### src/rtl/alu_seq_pkg.sv
// rtl/alu_seq_pkg.sv - opcodes, flag bit indices and FSM encoding for alu_seq
package alu_seq_pkg;

   localparam logic [3:0] OP_NOP  = 4'd0;
   localparam logic [3:0] OP_LOAD = 4'd1;
   localparam logic [3:0] OP_ADD  = 4'd2;
   localparam logic [3:0] OP_ADDC = 4'd3;
   localparam logic [3:0] OP_SUB  = 4'd4;
   localparam logic [3:0] OP_SUBC = 4'd5;
   localparam logic [3:0] OP_NOR  = 4'd6;
   localparam logic [3:0] OP_NAND = 4'd7;
   localparam logic [3:0] OP_XOR  = 4'd8;
   localparam logic [3:0] OP_XNOR = 4'd9;
   localparam logic [3:0] OP_MUL  = 4'd10;
   localparam logic [3:0] OP_SHL  = 4'd11;
   localparam logic [3:0] OP_SHR  = 4'd12;
   localparam logic [3:0] OP_ASR  = 4'd13;
   localparam logic [3:0] OP_ROL  = 4'd14;

   localparam int FLG_C = 0;
   localparam int FLG_V = 1;
   localparam int FLG_Z = 2;
   localparam int FLG_N = 3;

   typedef enum logic [1:0] {
      ST_IDLE  = 2'd0,
      ST_MUL   = 2'd1,
      ST_SHIFT = 2'd2
   } state_t;

endpackage

### src/rtl/alu_seq_iter.sv
// rtl/alu_seq_iter.sv - iterative shift-add multiply and one-bit-per-cycle shift engine
module alu_iter_unit
   import alu_seq_pkg::*;
#(
   parameter int WIDTH = 8,
   parameter int OP_W  = 4,
   parameter int CNT_W = 4
) (
   input  logic             clk,
   input  logic             arst,
   input  logic             i_load,
   input  logic             i_step,
   input  logic [OP_W-1:0]  i_op,
   input  logic [WIDTH-1:0] i_a,
   input  logic [WIDTH-1:0] i_b,
   input  logic [CNT_W-1:0] i_cnt,
   output logic [WIDTH-1:0] o_nxt_hi,
   output logic [WIDTH-1:0] o_nxt_lo,
   output logic             o_nxt_out,
   output logic             o_last
);

   logic [WIDTH-1:0] r_hi;
   logic [WIDTH-1:0] r_lo;
   logic [WIDTH-1:0] r_b;
   logic [OP_W-1:0]  r_op;
   logic [CNT_W-1:0] r_cnt;
   logic [WIDTH:0]   w_sum;

   // Multiply: {hi,lo} shifts right, multiplier bits consumed from lo[0].
   always_comb begin
      o_nxt_hi  = r_hi;
      o_nxt_lo  = r_lo;
      o_nxt_out = 1'b0;
      w_sum     = {1'b0, r_hi} + (r_lo[0] ? {1'b0, r_b} : '0);
      case (r_op)
         OP_MUL: begin
            o_nxt_hi = w_sum[WIDTH:1];
            o_nxt_lo = {w_sum[0], r_lo[WIDTH-1:1]};
         end
         OP_SHL: begin
            o_nxt_lo  = {r_lo[WIDTH-2:0], 1'b0};
            o_nxt_out = r_lo[WIDTH-1];
         end
         OP_SHR: begin
            o_nxt_lo  = {1'b0, r_lo[WIDTH-1:1]};
            o_nxt_out = r_lo[0];
         end
         OP_ASR: begin
            o_nxt_lo  = {r_lo[WIDTH-1], r_lo[WIDTH-1:1]};
            o_nxt_out = r_lo[0];
         end
         OP_ROL: begin
            o_nxt_lo  = {r_lo[WIDTH-2:0], r_lo[WIDTH-1]};
            o_nxt_out = r_lo[WIDTH-1];
         end
         default: ;
      endcase
   end

   assign o_last = (r_cnt == CNT_W'(1));

   always_ff @(posedge clk or negedge arst) begin
      if (!arst) begin
         r_hi  <= '0;
         r_lo  <= '0;
         r_b   <= '0;
         r_op  <= '0;
         r_cnt <= '0;
      end else if (i_load) begin
         r_hi  <= '0;
         r_lo  <= i_a;
         r_b   <= i_b;
         r_op  <= i_op;
         r_cnt <= i_cnt;
      end else if (i_step) begin
         r_hi  <= o_nxt_hi;
         r_lo  <= o_nxt_lo;
         r_cnt <= r_cnt - CNT_W'(1);
      end
   end

endmodule

### src/rtl/alu_seq.sv
// rtl/alu_seq.sv - accumulator ALU with single-cycle ops and multi-cycle multiply/shift
module alu_seq
   import alu_seq_pkg::*;
#(
   parameter int WIDTH = 8,
   parameter int OP_W  = 4
) (
   input  logic             clk,
   input  logic             arst,
   input  logic             start,
   input  logic [OP_W-1:0]  op,
   input  logic [WIDTH-1:0] operand,
   input  logic             abort,
   output logic [WIDTH-1:0] acc,
   output logic [WIDTH-1:0] ext,
   output logic [3:0]       flags,
   output logic             busy,
   output logic             done
);

   localparam int SH_W  = $clog2(WIDTH);
   localparam int CNT_W = SH_W + 1;

   state_t           r_state, w_nxt_state;
   logic [WIDTH-1:0] r_acc, w_acc;
   logic [WIDTH-1:0] r_ext, w_ext;
   logic [3:0]       r_flags, w_flags;
   logic             r_done, w_done;
   logic             w_load, w_step, w_set_zn;
   logic [CNT_W-1:0] w_cnt;
   logic [WIDTH:0]   w_cin, w_sum, w_dif;
   logic [WIDTH-1:0] w_nxt_hi, w_nxt_lo;
   logic             w_nxt_out, w_last;

   alu_iter_unit #(.WIDTH(WIDTH), .OP_W(OP_W), .CNT_W(CNT_W)) u_iter (
      .clk       (clk),
      .arst      (arst),
      .i_load    (w_load),
      .i_step    (w_step),
      .i_op      (op),
      .i_a       (r_acc),
      .i_b       (operand),
      .i_cnt     (w_cnt),
      .o_nxt_hi  (w_nxt_hi),
      .o_nxt_lo  (w_nxt_lo),
      .o_nxt_out (w_nxt_out),
      .o_last    (w_last)
   );

   always_comb begin
      w_nxt_state = r_state;
      w_acc       = r_acc;
      w_ext       = r_ext;
      w_flags     = r_flags;
      w_done      = 1'b0;
      w_load      = 1'b0;
      w_step      = 1'b0;
      w_set_zn    = 1'b0;
      w_cnt       = '0;
      w_cin       = {{WIDTH{1'b0}}, r_flags[FLG_C]};
      w_sum       = {1'b0, r_acc} + {1'b0, operand} + ((op == OP_ADDC) ? w_cin : '0);
      w_dif       = {1'b0, r_acc} - {1'b0, operand} - ((op == OP_SUBC) ? w_cin : '0);
      case (r_state)
         ST_IDLE: begin
            if (start) begin
               w_done = 1'b1;
               case (op)
                  OP_LOAD: begin
                     w_acc    = operand;
                     w_set_zn = 1'b1;
                  end
                  OP_ADD, OP_ADDC: begin
                     w_acc          = w_sum[WIDTH-1:0];
                     w_flags[FLG_C] = w_sum[WIDTH];
                     w_flags[FLG_V] = (r_acc[WIDTH-1] == operand[WIDTH-1]) &&
                                      (w_sum[WIDTH-1] != r_acc[WIDTH-1]);
                     w_set_zn       = 1'b1;
                  end
                  OP_SUB, OP_SUBC: begin
                     w_acc          = w_dif[WIDTH-1:0];
                     w_flags[FLG_C] = w_dif[WIDTH];
                     w_flags[FLG_V] = (r_acc[WIDTH-1] != operand[WIDTH-1]) &&
                                      (w_dif[WIDTH-1] != r_acc[WIDTH-1]);
                     w_set_zn       = 1'b1;
                  end
                  OP_NOR:  begin w_acc = ~(r_acc | operand); w_set_zn = 1'b1; end
                  OP_NAND: begin w_acc = ~(r_acc & operand); w_set_zn = 1'b1; end
                  OP_XOR:  begin w_acc =   r_acc ^ operand;  w_set_zn = 1'b1; end
                  OP_XNOR: begin w_acc = ~(r_acc ^ operand); w_set_zn = 1'b1; end
                  OP_MUL: begin
                     w_done      = 1'b0;
                     w_load      = 1'b1;
                     w_cnt       = CNT_W'(WIDTH);
                     w_nxt_state = ST_MUL;
                  end
                  OP_SHL, OP_SHR, OP_ASR, OP_ROL: begin
                     // A zero shift amount retires at once, refreshing only Z and N.
                     if (operand[SH_W-1:0] != '0) begin
                        w_done      = 1'b0;
                        w_load      = 1'b1;
                        w_cnt       = {1'b0, operand[SH_W-1:0]};
                        w_nxt_state = ST_SHIFT;
                     end else begin
                        w_set_zn = 1'b1;
                     end
                  end
                  default: ;
               endcase
            end
         end
         ST_MUL, ST_SHIFT: begin
            if (abort) begin
               w_nxt_state = ST_IDLE;
            end else begin
               w_step = 1'b1;
               if (w_last) begin
                  w_nxt_state = ST_IDLE;
                  w_done      = 1'b1;
                  w_acc       = w_nxt_lo;
                  if (r_state == ST_MUL) begin
                     w_ext          = w_nxt_hi;
                     w_flags[FLG_C] = 1'b0;
                     w_flags[FLG_V] = (w_nxt_hi != '0);
                     w_flags[FLG_Z] = ({w_nxt_hi, w_nxt_lo} == '0);
                     w_flags[FLG_N] = w_nxt_hi[WIDTH-1];
                  end else begin
                     w_flags[FLG_C] = w_nxt_out;
                     w_set_zn       = 1'b1;
                  end
               end
            end
         end
         default: w_nxt_state = ST_IDLE;
      endcase
      if (w_set_zn) begin
         w_flags[FLG_N] = w_acc[WIDTH-1];
         w_flags[FLG_Z] = (w_acc == '0);
      end
   end

   always_ff @(posedge clk or negedge arst) begin
      if (!arst) begin
         r_state <= ST_IDLE;
         r_acc   <= '0;
         r_ext   <= '0;
         r_flags <= '0;
         r_done  <= 1'b0;
      end else begin
         r_state <= w_nxt_state;
         r_acc   <= w_acc;
         r_ext   <= w_ext;
         r_flags <= w_flags;
         r_done  <= w_done;
      end
   end

   assign acc   = r_acc;
   assign ext   = r_ext;
   assign flags = r_flags;
   assign busy  = (r_state != ST_IDLE);
   assign done  = r_done;

endmodule

### config.mk
export PLATFORM = sky130hd
export DESIGN_NAME = alu_seq
export DESIGN_NICKNAME = d
export VERILOG_FILES = /design/src/rtl/alu_seq_pkg.sv /design/src/rtl/alu_seq_iter.sv /design/src/rtl/alu_seq.sv
export SDC_FILE = /design/constraint.sdc
export NUM_CORES = 1
export LEC_CHECK = 0
export ABC_CLOCK_PERIOD_IN_PS = 4700
export CORE_AREA = 4 4 115 117
export DETAILED_ROUTE_END_ITERATION = 7
export DIE_AREA = 0 0 119 121
export GPL_TIMING_DRIVEN = 0
export PLACE_DENSITY = 0.71
export SLEW_MARGIN = 5
export SYNTH_ARGS = -nofsm -noshare
export SYNTH_HDL_FRONTEND = slang
export SYNTH_SLANG_ARGS = --single-unit
### constraint.sdc
create_clock -name clk -period 4.7 [get_ports clk]
set_input_delay 0.705 -clock clk [delete_from_list [all_inputs] [get_ports clk]]
set_output_delay 0.705 -clock clk [all_outputs]
set_load 0.02 [all_outputs]
# Word level (Yosys, flattened, before mapping)

Cells that the tools add are included.

Add/subtract/negate cells: 6
Equality and inequality tests: 35
Mux-type cells: 54
Bitwise gates (word level): 7
Reductions and logical operators: 25

Operators by type and width:

| kind                                                                   | number |
|---|---|
| 8-bit 2-to-1 mux                                                       | 9 |
| 8-bit one-hot mux with 7 select lines                                  | 1 |
| 4-bit equality test (second input constant)                            | 12 |
| 8-bit one-hot mux with 5 select lines                                  | 1 |
| 4-bit 2-to-1 mux                                                       | 6 |
| 8-bit NOT                                                              | 3 |
| 4-bit by 3-bit equality test with 1-bit output (second input constant) | 4 |
| 16-bit zero test                                                       | 1 |
| 1-bit 2-to-1 mux                                                       | 16 |
| 2-bit one-hot mux with 2 select lines                                  | 4 |
| 8-bit one-hot mux with 2 select lines                                  | 1 |
| 2-bit 2-to-1 mux                                                       | 7 |
| 1-bit one-hot mux with 2 select lines                                  | 6 |
| 4-bit AND reduction                                                    | 3 |
| 2-bit nonzero test                                                     | 6 |
| 2-bit OR reduction                                                     | 5 |
| 8-bit by 8-bit adder with 9-bit output                                 | 1 |
| 8-bit by 9-bit adder with 9-bit output                                 | 1 |
| 9-bit by 1-bit adder with 9-bit output                                 | 1 |
| 9-bit OR reduction                                                     | 1 |
| 8-bit by 8-bit subtractor with 9-bit output                            | 1 |
| 9-bit by 1-bit subtractor with 9-bit output                            | 1 |
| 8-bit bitwise AND                                                      | 1 |
| 4-bit by 1-bit equality test with 1-bit output (second input constant) | 2 |
| 24 further kinds                                                       | 33 |

Bits in registers: 55
Input port bits: 16

# Logic depth before layout (Yosys ltp)

Depth in word-level cells: 9
Mapped depth: 15

# Hierarchy

From an unflattened synthesis, not the netlist that was laid out.

Cell total of the unflattened synthesis: 621
Area, all modules: 5280.1 um^2

By module, submodules not included:

| module        | instances | cells each | area each (um^2) |
|---|---|---|---|
| alu_seq       | 1         | 398        | 3104.2 |
| alu_iter_unit | 1         | 223        | 2175.8 |

# Worst setup path after synthesis

OpenSTA, ideal clock, no wires.

Path kind: input-to-reg
Start point: in op[0]
End point: reg r_flags[2], in the netlist flags[2]
Library setup time: 0.095 ns
Arrival time: 3.885 ns
Path slack: 0.720 ns
Stages: 13
Path buffers: 3
Path through: buf_2 > buf_2 > buf_2 > nand4b_1 > fa_1 > fa_1 > xnor2_1 > a221o_1 > a211oi_2 > o221ai_2 > nor4_1 > or4b_1 > o31ai_1

Word-level cells in the longest chain between the ends: 8
Elaborated cells between the ends (all ways): 34
Those cells by class: add/sub: 2; eq/ne: 14; mux: 9; reduce/logical: 9

Ends and longest elaborated chain:

| item                                                                                                             | RTL line                                    | text |
|---|---|---|
| start, declared                                                                                                  | alu_seq.sv:11                               | `input logic [OP_W-1:0] op,` |
| 4-bit by 3-bit equality test with 1-bit output or 4-bit by 2-bit equality test with 1-bit output (tied branches) | alu_seq.sv:62, alu_seq.sv:67, alu_seq.sv:61 |  |
| 1-bit 2-to-1 mux (on tied branches)                                                                              | alu_seq.sv:62, alu_seq.sv:61                |  |
| 9-bit by 1-bit subtractor with 9-bit output or 9-bit by 1-bit adder with 9-bit output (tied branches)            | alu_seq.sv:62, alu_seq.sv:61                |  |
| 8-bit one-hot mux with 7 select lines *                                                                          | alu_seq.sv:67                               | `case (op)` |
| 8-bit 2-to-1 mux *                                                                                               | alu_seq.sv:65                               | `if (start) begin` |
| 8-bit one-hot mux with 2 select lines *                                                                          | alu_seq.sv:63                               | `case (r_state)` |
| net w_acc[2]                                                                                                     | alu_seq.sv:25                               | `logic [WIDTH-1:0] r_acc, w_acc;` |
| 8-bit zero test *                                                                                                | alu_seq.sv:137                              | `w_flags[FLG_Z] = (w_acc == '0);` |
| 2-bit 2-to-1 mux *                                                                                               | alu_seq.sv:135                              | `if (w_set_zn) begin` |
| end signal, assigned                                                                                             | alu_seq.sv:152                              | `r_flags <= w_flags;` |
| end, declared                                                                                                    | alu_seq.sv:27                               | `logic [3:0] r_flags, w_flags;` |

Mark *: on every way through the listed nets, which the timed path passes. The rest lies on a longest branch.
A chain may end at the register's enable or synchronous reset.

# Final worst setup path

Ends and elaborated chain as after synthesis.

==> key figures <==
Global routing
  – Busiest layer in global routing: met2
  – Vias in the first global route: 4959
  – Overall routing resource usage: between 20% and 30%
  – Total grt overflow: 0
  – Largest net degree at the start of global routing: 30
  – First-pass GRT wire length: 26400 µm
  – M1 GR Usage: 31.1%
  – Initial antenna violation count: 0
  – GRT met3 Usage: 2.70%
  – Met2 Track Usage GR: 37.2%

STA
  – Max Slew Vio Count: 0
  – Final Cycle Share: 93.8%
  – Final hold vios: 0
  – Final setup fails: 0
  – Relative slew slack: 47.2%
  – Final Skew: 0.0105 ns
  – Fin crit period: 4.41 ns
  – Worst slew pin tran: 0.784 ns
  – Setup TNS Final: 0 ns
  – PnR worst setup slack: 0.289 ns
  – Achievable frequency: roughly 0.23 GHz
  – RSZ-0062 raised after global routing: false
  – Hold WS: 0.450 ns

Power
  – P per Cell Area: 658 nW/µm²
  – Pleak: around 2.6 nW
  – Maximum vdd drop: 339 µV

Job
  – Max cap viols: 0

Critical path
  – Family with the most delay on the worst path: simple AND/OR/NAND/NOR gates
  – CP Launch Type: input port
  – Slowest cell delay on critical path: around 0.5 ns
  – WP buf/inv: 3
  – Required time of the critical path: between 4 and 5 ns
  – Worst Path Class, Setup: in -> reg
  – CP max FO: 10
  – CP Capture Type: flop
  – Crit path cell chain: buf_2 > buf_2 > buf_2 > nand4b_1 > fa_1 > ha_1 > xor2_1 > a211oi_1 > a21oi_1 > nor4b_1 > o21ai_1 > nor4_1 > or4b_1 > o31ai_1
  – Arr. time, crit path: 4.61 ns
  – CP dominant cell by count: buf_2
  – CP max-delay cell: fa_1

Synthesis
  – Async SR Flop Fraction: 100%
  – Register area share after synthesis: 25.6%
  – Ys flop type: dfrtp_1
  – Netlist cell types: 76
  – Post-synth EDFFs: 0
  – Synth Register Bits: 55
  – Mapped Area: 5380 µm²
  – Synth Instances: 661
  – Syn nets: 726
  – Mean Syn Cell Area: 8.14 µm²
  – Synth warnings: 0

Die
  – I/O pin count: 38
  – Die H: between 100 and 150 µm
  – Die X: 119 µm
  – Die area: 14400 µm²
  – Starting Density: 43.5%
  – Row cnt: 41
  – Core Region: 12400 µm²

Final layout
  – Final Util: between 40 and 50%
  – Share of cells above drive strength 1: 7.80%
  – Synth-to-Final Area Change: 13.7%
  – FILL cells: 1194
  – Commonest non-fill, non-tap cell in the layout: nor2_1
  – Nets@finish: 769
  – Most frequent cells in the layout: nor2_1, dfrtp_1, nand2_1
  – Antenna cells: 0
  – Design Area, Final: 6120 µm²

Clock network
  – CTS Buffer Depth: 2
  – Clk sink count: between 50 and 60
  – Root buffer cell: clkbuf_16
  – CTS tree: yes
  – Number of CTS-inserted buffers: 5
  – CTS Hold Bufs: 0
  – Clock Pin Slew Worst Setup and Hold Paths: 0.08 ns
  – Htree depth: 2
  – Clock latency at the later pin of the worst-skew pair: 0.30 ns

Hold path
  – Worst min path class: in -> async

Run status
  – Status: completed

Drt
  – DR DRC count: 0
  – DRC marker count from the first detailed-route iteration: 546
  – Via count: approximately 5300
  – WL/cell: 18.7 µm
  – Drt via density: approximately 6
  – Pre-antenna DRT Iters: 5
  – Final wirelength: 16400 µm
  – Final ANT Viol Nets: 0

Placement
  – Cell area after placement: ~6000 µm²
  – PortBufs: 35
  – Detail Placement HPWL: 12900 µm
  – Setup slack at placement: -0.286 ns
  – Gpl congestion: around 0.93
==> repair_timing <==
item / 4_1_cts / 5_1_grt
resized for setup: 0 / 3
setup buffers: 0 / 0
endpoints found under the setup margin: 0 / 1
==> logic make-up after synthesis <==
kind of cell | share of synthesized area [%]
XOR/XNOR | 3.58
AND/OR/NAND/NOR | 22.6
adder cells (fa/ha/maj) | 12.1
buffers and inverters | 6.70
multiplexers | 4.77
AO/OA/AOI/OAI | 24.6
flip-flops | 25.6
==> synthesized netlist by cell type (all sizes together) (6+ instances only) <==
library cell | count | share of area [%]
nor2 | 61 | 4.3
dfrtp | 55 | 26
nand2 | 48 | 3.4
ha | 44 | 10
o21ai | 44 | 4.2
inv | 43 | 3.0
a21oi | 41 | 3.8
nand3 | 23 | 2.4
buf | 21 | 2.2
clkbuf | 21 | 1.5
a211oi | 17 | 2.5
nor3 | 17 | 1.7
xnor2 | 14 | 2.3
mux2 | 13 | 2.7
and2 | 12 | 1.4
nand3b | 12 | 1.7
a22oi | 11 | 1.5
mux2i | 11 | 2.0
nand2b | 10 | 1.2
nor2b | 10 | 1.2
a31oi | 9 | 1.0
a21o | 8 | 1.1
o211ai | 8 | 1.1
o21a | 8 | 1.1
xor2 | 8 | 1.3
nor3b | 6 | 0.84
o221ai | 6 | 1.1
==> registers in the layout (all words and copies together), names as in the netlist <==
register,count
done,1
acc,8
r_state,2
u_iter.r_lo,8
u_iter.r_b,8
u_iter.r_op,4
flags,4
u_iter.r_hi,8
u_iter.r_cnt,4
ext,8
==> area by class of cell <==
cell class              count  area [µm²]  area share, %
well taps                 172         215           3.52
plain buffers              42         199           3.25
inverters                  43         161           2.64
repair buffers             36         370           6.06
clock inverters             3        27.5          0.450
multi-input cells         521        3640           59.5
clock buffers               5         125           2.05
flip-flops and latches     55        1380           22.5
==> path summary, 6_finish.rpt <==
path	slack, ns	to	cells after the start	startpoint
max	0.29	flags[2]	14	op[0]
min	0.45	ext[0]	1	arst
max reg2reg	0.86	flags[1]	13	u_iter.r_lo[0]
min reg2reg	0.48	ext[4]	2	ext[4]
max in group asynchronous	3.65	flags[2]	2	arst
min in group clk	0.48	ext[4]	2	ext[4]
==> power by group <==
part	internal, mW	total, mW	switching [mW]
combinational	1.13	2.71	1.58
sequential	0.679	0.916	0.237
clock	0.203	0.399	0.196
==> routing by layer <==
layer | wire length [µm] | share of wire (%) | vias up
met5 | 0 | 0 | -
met2 | 7730 | 47 | 252
met3 | 1150 | 7.0 | 26
met4 | 328 | 2.0 | 0
met1 | 7150 | 44 | 2572
li1 | - | - | 2481
==> metrics by stage <==
| step | total power [mW] | std cells |
|---|---|---|
| 2_1_floorplan | 2.80 | 661 |
| 3_3_place_gp | 3.49 | 868 |
| 3_5_place_dp | 3.57 | 869 |
| 4_1_cts | 3.98 | 877 |
| 5_1_grt | 4.34 | 877 |
| 6_report | 4.02 | 877 |
Power figures use the tool's default switching activity.
